==> config.mk <==
export PLATFORM = sky130hd
export DESIGN_NAME = key_cmd_queue
export DESIGN_NICKNAME = d
export VERILOG_FILES = /design/src/rtl/key_cmd_queue.sv
export SDC_FILE = /design/constraint.sdc
export NUM_CORES = 1
export LEC_CHECK = 0
export BUFFER_PORTS_ARGS = -buffer_cell sky130_fd_sc_hd__clkbuf_2
export CORE_UTILIZATION = 61
export CTS_CLUSTER_DIAMETER = 120
export DETAILED_ROUTE_END_ITERATION = 16
export GPL_TIMING_DRIVEN = 0
export PLACE_DENSITY = 0.8
export SYNTH_ARGS = -nofsm -noshare
export SYNTH_HDL_FRONTEND = slang
export SYNTH_SLANG_ARGS = --single-unit
==> constraint.sdc <==
create_clock -name clk -period 3.5 [get_ports clk]
set_clock_uncertainty 0.1 [all_clocks]
set_input_delay 0 -clock clk [delete_from_list [all_inputs] [get_ports clk]]
set_output_delay 0 -clock clk [all_outputs]
set_load 0.05 [all_outputs]
==> src/rtl/key_cmd_queue.sv <==
// key_cmd_queue: keypad code synchronizer, hold qualifier, command mapper and 4-entry FWFT command FIFO.
// Optional feature macro: KEY_CMD_REPEAT_EN (auto-repeat of held direction keys).
module key_cmd_queue #(
  parameter int unsigned STABLE_CYCLES = 500000,
  parameter int unsigned REPEAT_DELAY  = 25000000,
  parameter int unsigned REPEAT_PERIOD = 7500000
) (
  input  logic       clk,
  input  logic       reset,
  input  logic       key_down,
  input  logic [3:0] key_value,
  input  logic       cmd_ready,
  output logic       cmd_valid,
  output logic [2:0] cmd,
  output logic       cmd_drop,
  output logic       key_held
);
  typedef enum logic [1:0] {IDLE, QUAL, HELD} state_t;

  localparam logic [19:0] STABLE_LAST = 20'(STABLE_CYCLES - 1);

  state_t      state;
  logic        down_meta, key_down_s;
  logic [3:0]  key_meta, key_s, code;
  logic [19:0] stab_cnt;
  logic [2:0]  mem [4];
  logic [1:0]  rd_ptr, wr_ptr;
  logic [2:0]  count;
  logic        map_valid;
  logic [2:0]  map_cmd;
  logic        same_key, press_fire, ev, pop, push, full;

  always_ff @(posedge clk or posedge reset) begin
    if (reset) begin
      down_meta  <= 1'b0;
      key_down_s <= 1'b0;
      key_meta   <= '0;
      key_s      <= '0;
    end else begin
      down_meta  <= key_down;
      key_down_s <= down_meta;
      key_meta   <= key_value;
      key_s      <= key_meta;
    end
  end

  always_comb begin
    map_valid = 1'b1;
    map_cmd   = 3'd0;
    case (code)
      4'd1:    map_cmd = 3'd0;
      4'd9:    map_cmd = 3'd1;
      4'd4:    map_cmd = 3'd2;
      4'd6:    map_cmd = 3'd3;
      4'd5:    map_cmd = 3'd4;
      4'd15:   map_cmd = 3'd5;
      default: map_valid = 1'b0;
    endcase
  end

  assign same_key   = key_down_s && (key_s == code);
  assign press_fire = (state == QUAL) && same_key && (stab_cnt == STABLE_LAST);

`ifdef KEY_CMD_REPEAT_EN
  localparam logic [24:0] DELAY_LAST  = 25'(REPEAT_DELAY - 1);
  localparam logic [24:0] PERIOD_LAST = 25'(REPEAT_PERIOD - 1);

  logic [24:0] rep_cnt;
  logic        rep_first, rep_due, rep_fire;

  // rep_first selects the initial delay until the first repeat has fired
  assign rep_due  = rep_cnt == (rep_first ? DELAY_LAST : PERIOD_LAST);
  assign rep_fire = (state == HELD) && same_key && rep_due && !map_cmd[2];

  always_ff @(posedge clk or posedge reset) begin
    if (reset) begin
      rep_cnt   <= '0;
      rep_first <= 1'b1;
    end else if (press_fire) begin
      rep_cnt   <= '0;
      rep_first <= 1'b1;
    end else if ((state == HELD) && same_key) begin
      if (rep_due) begin
        rep_cnt   <= '0;
        rep_first <= 1'b0;
      end else begin
        rep_cnt <= rep_cnt + 25'd1;
      end
    end
  end

  assign ev = map_valid && (press_fire || rep_fire);
`else
  assign ev = map_valid && press_fire;
`endif

  always_ff @(posedge clk or posedge reset) begin
    if (reset) begin
      state    <= IDLE;
      code     <= '0;
      stab_cnt <= '0;
      key_held <= 1'b0;
    end else begin
      case (state)
        IDLE: if (key_down_s) begin
          code     <= key_s;
          stab_cnt <= '0;
          state    <= QUAL;
        end
        QUAL: begin
          if (!key_down_s) begin
            state <= IDLE;
          end else if (key_s != code) begin
            code     <= key_s;
            stab_cnt <= '0;
          end else if (press_fire) begin
            state    <= HELD;
            key_held <= 1'b1;
          end else begin
            stab_cnt <= stab_cnt + 20'd1;
          end
        end
        HELD: begin
          if (!key_down_s) begin
            state    <= IDLE;
            key_held <= 1'b0;
          end else if (key_s != code) begin
            code     <= key_s;
            stab_cnt <= '0;
            state    <= QUAL;
            key_held <= 1'b0;
          end
        end
        default: state <= IDLE;
      endcase
    end
  end

  assign full      = count == 3'd4;
  assign cmd_valid = count != 3'd0;
  assign cmd       = mem[rd_ptr];
  assign pop       = cmd_valid && cmd_ready;
  // a pop on a full FIFO frees the slot the write pointer already points at
  assign push      = ev && (!full || pop);

  always_ff @(posedge clk or posedge reset) begin
    if (reset) begin
      rd_ptr   <= '0;
      wr_ptr   <= '0;
      count    <= '0;
      cmd_drop <= 1'b0;
      for (int unsigned i = 0; i < 4; i++) mem[i] <= '0;
    end else begin
      cmd_drop <= ev && full && !pop;
      if (push) begin
        mem[wr_ptr] <= map_cmd;
        wr_ptr      <= wr_ptr + 2'd1;
      end
      if (pop) rd_ptr <= rd_ptr + 2'd1;
      case ({push, pop})
        2'b10:   count <= count + 3'd1;
        2'b01:   count <= count - 3'd1;
        default: count <= count;
      endcase
    end
  end
endmodule

==> results.cfg, run 1 <==
[outcome]
outcome = finished, final reports clean

[finish]
n_antenna_cell = 0
stdcell_count = 371
fin_nets = 318
drive_gt1_share_pct = 20.4
fin_util_pct = 75.0
areaGrowthSynthToFinish_pct = 15.4

[synthesis]
synth_common_cells = dfrtp_1, a31oi_1, mux2_1
synth_nets = 286
syn_area_sq_um = 3130
netlist_top_cells_area = dfrtp_1, mux2_1, a31oi_1
synth_edf_count = 0
async_flop_share_pct = 100
synth_cell_types = 58
synth_most_common_cell = dfrtp_1
ys_seq_elements = 57
yosysTopAreaCell = dfrtp_1
yosys_warnings = 0
synth_cells = 267
syn_area_per_cell_sq_um = 11.7
synth_flop_cell = dfrtp_1
yosysTopAreaCellShare_pct = 45.6
yosysSeqAreaShare_pct = 45.6

[global_route]
gr-total-overflow = 0
antenna_found_initial = 0
grt.total_usage_pct = 26.9
grt_pass1_wl_mm = 10.7
grt_max_degree = 37
grt_pass1_vias = 2244

[clocking]
numCtsBuffers = 9
clkTransAtPathRegs_ns = 0.07
clockRootBuffer = clkbuf_8
cts.sinks = 57
post_cts_buffers = 0
cts_buffer_depth = 2
h-tree-depth = 3
clock_latency_ns = 0.34
cts_tree = built

[power_and_ir_drop]
switchingPower_w = 0.000616
p_comb_share_pct = 25.3
ir_drop_mv = 0.403
clkPwrFrac_pct = 36.9
intPower_w = 0.00142
total_power_w = 0.00204
power-per-cell-area_nw_per_um2 = 564
seqPwrFrac_pct = 37.8
leakage_nw = 1.62
swShare_pct = 30.2

[timing]
max_freq_mhz = 366
rsz0062_at_grt = no
fin_tns_setup_ns = 0
period_minus_slack_ns = 2.73
finalHoldViolations = 0
tightestPinTransition_ns = 0.697
fin_crit_sh_pct = 78.0
final_max_slew_viol_count = 0
slew_headroom_pct = 53.4
whs_ns = 0.106
finalSetupViolCount = 0

[die]
rows = 25
dieHeight_um = 73.6
die-area_sq_um = 5420
die_w_um = 73.6
coreArea_sq_um = 4820
start_util_pct = 64.9
num_io_pins = 14

[critical_path]
ff2ff_setup_slack_ns = 0.77
start_kind = flop
cp_max_fo = 6
cp-end-kind = flop
critPathKind = reg -> reg
crit_required_ns = 3.62
ff2ff_path_depth = 11
arrival_ns = 2.85

[drt]
first_iter_violations = 143
drc = 0
postRouteAntennaNets = 0
finalWirelength_mm = 6.36
drt_pre_antenna_iters = 4
via_count = 2268
wire_per_inst_um = 17.1
viasPerCell = 6.11

[place]
dpl.hpwl_mm = 4.40
dp.cells = 348
io_buffer_count = 13
place.gp.congestion = 0.823

[worst_hold_path]
min_path_type = in -> async

[run]
cap_violations = 0
-- per-layer routing --
metal | vias to the layer above | GRT usage, % | share of wire [%]
li1 | 1070 | - | -
met1 | 1109 | 36.9 | 45
met2 | 77 | 42.1 | 48
met3 | 12 | 6.17 | 5.0
met4 | 0 | 9.40 | 1.7
met5 | - | 0 | 0
-- metrics by stage --
step                cell area, sq um  setup slack (ns)
global placement                3280             0.859
global route                    3610             0.639
floorplan                       3130              1.06
CTS                             3610             0.772
finish                          3610             0.771
detailed placement              3300             0.789
-- worst max-delay path: stages, from the launching register on --
cell and delay (ns):
dfrtp_1 0.39, ha_1 0.21, and3_1 0.28, nand3_1 0.18, or3_1 0.45, nand3b_4 0.21
ha_1 0.23, inv_1 0.07, fa_1 0.17, xor2_1 0.14, nor2_1 0.06, xor2_1 0.14
-- flip-flops by register name, summed over array words and instances, names as in the netlist --
signal / flops
key_down_s: 1
key_held: 1
rd_ptr: 2
key_meta: 4
mem: 12
key_s: 4
code: 4
state: 2
cmd_drop: 1
stab_cnt: 20
count: 3
down_meta: 1
wr_ptr: 2
-- path summary, 6_finish.rpt --
check | start | end
setup / recovery | stab_cnt[0] | count[2]
hold / removal | reset | state[0]
setup reg to reg | stab_cnt[0] | count[2]
hold reg to reg | down_meta | key_down_s
max in group asynchronous | reset | stab_cnt[4]
min in group clk | key_down | down_meta
-- cells by family after synthesis --
| group | synth area share (%) |
|---|---|
| AND/OR/NAND/NOR | 18.3 |
| AO/OA/AOI/OAI | 13.9 |
| flip-flops | 45.6 |
| buffers and inverters | 4.36 |
| multiplexers | 8.92 |
| XOR/XNOR | 4.32 |
| adder cells (fa/ha/maj) | 4.64 |
-- layout by cell type (no fill, tap or decap), drive strengths merged, types with 2 or more instances in the layout --
cell type and n:
ha 10, nand3b 2, nand4 9, dlygate4sd3 7, xnor2 9, mux4 3
nand2b 3, a32o 2, clkinv 2, a31oi 25, a41oi 6, xor2 3
or3 9, and3 10, a21boi 2, inv 14, buf 11, dfrtp 57
a21o 3, nor3b 2, nand3 6, nor2 3, o31ai 3, nor4 3
and2 4, a21oi 7, nand2 11, bufinv 3, o21ai 5, clkbuf 28
and4 6, mux2 17, mux2i 2
-- timing repair --
item                                    CTS  global route
endpoints found under the setup margin    0             0
resized for setup                         0             0
endpoints found under the hold margin    63             0
hold buffers                              7             0
-- power groups by stage --
stage / clock network (W) / registers [W] / logic [W]
2_1_floorplan: 0 / 0.000767 / 0.000411
3_3_place_gp: 0 / 0.000777 / 0.000483
3_5_place_dp: 0 / 0.000783 / 0.000506
4_1_cts: 0.000763 / 0.000771 / 0.000514
5_1_grt: 0.000796 / 0.000776 / 0.000563
6_report: 0.000752 / 0.000771 / 0.000514
-- cell type report --
class | instances | area, sq um
buffer | 14 | 80.1
inverter | 15 | 56.3
fill | 331 | 1210
sequential | 57 | 1430
clock inverter | 5 | 103
multi-input combinational | 181 | 1570
timing repair buffer | 21 | 155
tap | 67 | 83.8
clock buffer | 11 | 141
Note: power is estimated with default switching activity, not from simulation.
==> inputs of run 2 (changes only) <==
--- a/config.mk
+++ b/config.mk
@@ -6,11 +6,11 @@
 export NUM_CORES = 1
 export LEC_CHECK = 0
 export BUFFER_PORTS_ARGS = -buffer_cell sky130_fd_sc_hd__clkbuf_2
-export CORE_UTILIZATION = 61
+export CORE_UTILIZATION = 55
 export CTS_CLUSTER_DIAMETER = 120
 export DETAILED_ROUTE_END_ITERATION = 16
 export GPL_TIMING_DRIVEN = 0
-export PLACE_DENSITY = 0.8
+export PLACE_DENSITY = 0.76
 export SYNTH_ARGS = -nofsm -noshare
 export SYNTH_HDL_FRONTEND = slang
 export SYNTH_SLANG_ARGS = --single-unit
==> constraint.sdc (replaced) <==
create_clock -name clk -period 2.5 [get_ports clk]
set_clock_uncertainty 0.1 [all_clocks]
set_input_delay 0 -clock clk [delete_from_list [all_inputs] [get_ports clk]]
set_output_delay 0 -clock clk [all_outputs]
set_load 0.05 [all_outputs]
==> run 2 against run 1 <==
Net effect: setup slack worse by 0.71 ns; design area grew 5.5%; clock power grew 28%; sequential share of layout area fell by 1.9 points; critical path type unchanged; critical endpoint unchanged; largest cell class unchanged.
==> results.cfg, run 2 (synthesis gave the netlist of run 1 again) <==
[outcome]
outcome = finished, final reports clean

[clocking]
clkTransAtPathRegs_ns = 0.07
clockRootBuffer = clkbuf_8
cts_tree = built
cts.sinks = 57
cts_buffer_depth = 2
h-tree-depth = 3
clock_latency_ns = 0.34
numCtsBuffers = 9

[timing]
layout_setup_ws_ns = 0.0608
tightestPinTransition_ns = 0.637
finalSetupViolCount = 0
whs_ns = 0.178
period_minus_slack_ns = 2.44
finalHoldViolations = 0
slew_headroom_pct = 57.5
fin_crit_sh_pct = 97.6
final_max_slew_viol_count = 0
max_freq_mhz = 410
rsz0062_at_grt = yes

[finish]
areaGrowthSynthToFinish_pct = 21.8
top_register = stab_cnt
fin_area_sq_um = 3810
n_antenna_cell = 0
largest_reg_flops = 20
fin_nets = 333
stdcell_count = 391
final_cell_mix = dfrtp_1, a31oi_1, buf_4, mux2_1, clkbuf_2
drive_gt1_share_pct = 28.8
layout_commonest_cell = dfrtp_1
top_regs = stab_cnt (20), mem (12)

[critical_path]
crit_required_ns = 2.63
start_kind = flop
worstReg2RegEnd = count[2]
ff2ff_path_depth = 10
cp_max_fo = 5
cp-end-kind = flop
arrival_ns = 2.57
r2r_start = stab_cnt[11]
critPathKind = reg -> reg
ff2ff_setup_slack_ns = 0.06

[drt]
postRouteAntennaNets = 0
drc = 0
finalWirelength_mm = 6.45
drt_pre_antenna_iters = 4
via_count = 2323
viasPerCell = 5.94
first_iter_violations = 166
wire_per_inst_um = 16.5

[global_route]
gr-total-overflow = 0
grt.total_usage_pct = 24.3
gr-usage-met3_pct = 6.00
grtUsageMet1_pct = 32.3
use_met2_pct = 38.6
grt_pass1_wl_mm = 11.1
grt_pass1_vias = 2303
grt_max_degree = 30
antenna_found_initial = 0
top_usage_layer = met2

[power_and_ir_drop]
leakage_nw = 1.68
total_power_w = 0.00284
ir_drop_mv = 0.610
power-per-cell-area_nw_per_um2 = 745

[place]
dpl.hpwl_mm = 4.24
place.gp.congestion = 0.870
place_area_sq_um = 3300
io_buffer_count = 13
dp.cells = 353
preCtsSetupSlack_ns = -0.217

[die]
rows = 27
start_util_pct = 56.8
die-area_sq_um = 5990
coreArea_sq_um = 5510
die_w_um = 77.4
num_io_pins = 14
dieHeight_um = 77.4

[worst_hold_path]
min_path_type = in -> async

[run]
cap_violations = 0
## run 2: changes by cell type in the layout (fill, tap and decap cells not counted), sizes merged
| cell | previous run | this run |
|---|---|---|
| clkinvlp | 1 | 0 |
| clkinv | 2 | 4 |
| buf | 11 | 27 |
| bufinv | 3 | 2 |
| clkbuf | 28 | 27 |
## run 2: worst max-delay path by stage
stage	end	slack, ns	cells past startpoint	startpoint
2_1_floorplan	count[2]	0.06	11	stab_cnt[0]
3_3_place_gp	count[2]	-0.15	11	stab_cnt[1]
3_5_place_dp	count[2]	-0.22	11	stab_cnt[1]
4_1_cts	count[2]	0.006	10	stab_cnt[9]
5_1_grt	count[2]	-0.08	10	stab_cnt[11]
6_report	count[2]	0.06	10	stab_cnt[11]
## run 2: worst max-delay path, stage by stage, from the launching register on
cell	delay [ns]
dfrtp_2	0.45
nor4_4	0.30
nand4_4	0.13
or3_4	0.40
nand3b_4	0.19
ha_4	0.18
inv_2	0.06
fa_2	0.19
xor2_1	0.14
nor2_1	0.06
xor2_1	0.14
## run 2: power breakdown
part	switching, W	leakage [nW]	internal [W]
clock	0.000376	0.113	0.000587
sequential	0.0000732	0.743	0.00101
combinational	0.000456	0.828	0.000341
## run 2: timing repair
item / 4_1_cts / 5_1_grt
resized for setup: 13 / 9
endpoints found under the setup margin: 2 / 3
hold buffers: 7 / 0
pin swaps: 4 / 12
buffers inserted: 6 / 10
hold endpoints to repair: 35 / 0
## run 2: final cells by class
| type | instances | area (sq um) |
|---|---|---|
| Fill cell | 404 | 1700 |
| Multi-Input combinational cell | 181 | 1660 |
| Sequential cell | 57 | 1430 |
| Timing Repair Buffer | 37 | 275 |
| Clock buffer | 11 | 141 |
| Tap cell | 72 | 90.1 |
| Clock inverter | 5 | 78.8 |
| Buffer | 13 | 76.3 |
| Inverter | 15 | 56.3 |
## run 2: metrics by stage
stage,TNS (ns),util [%]
finish,0,69.2
global route,-0.129,69.2
CTS,0,67.3
floorplan,0,-
detailed placement,-0.409,60.0
global placement,-0.273,59.6
## run 2: layer usage
metal,vias to the layer above,part of all wire (%)
met5,-,0
met4,0,1.8
met3,12,5.1
met2,65,48
met1,1138,45
li1,1108,-
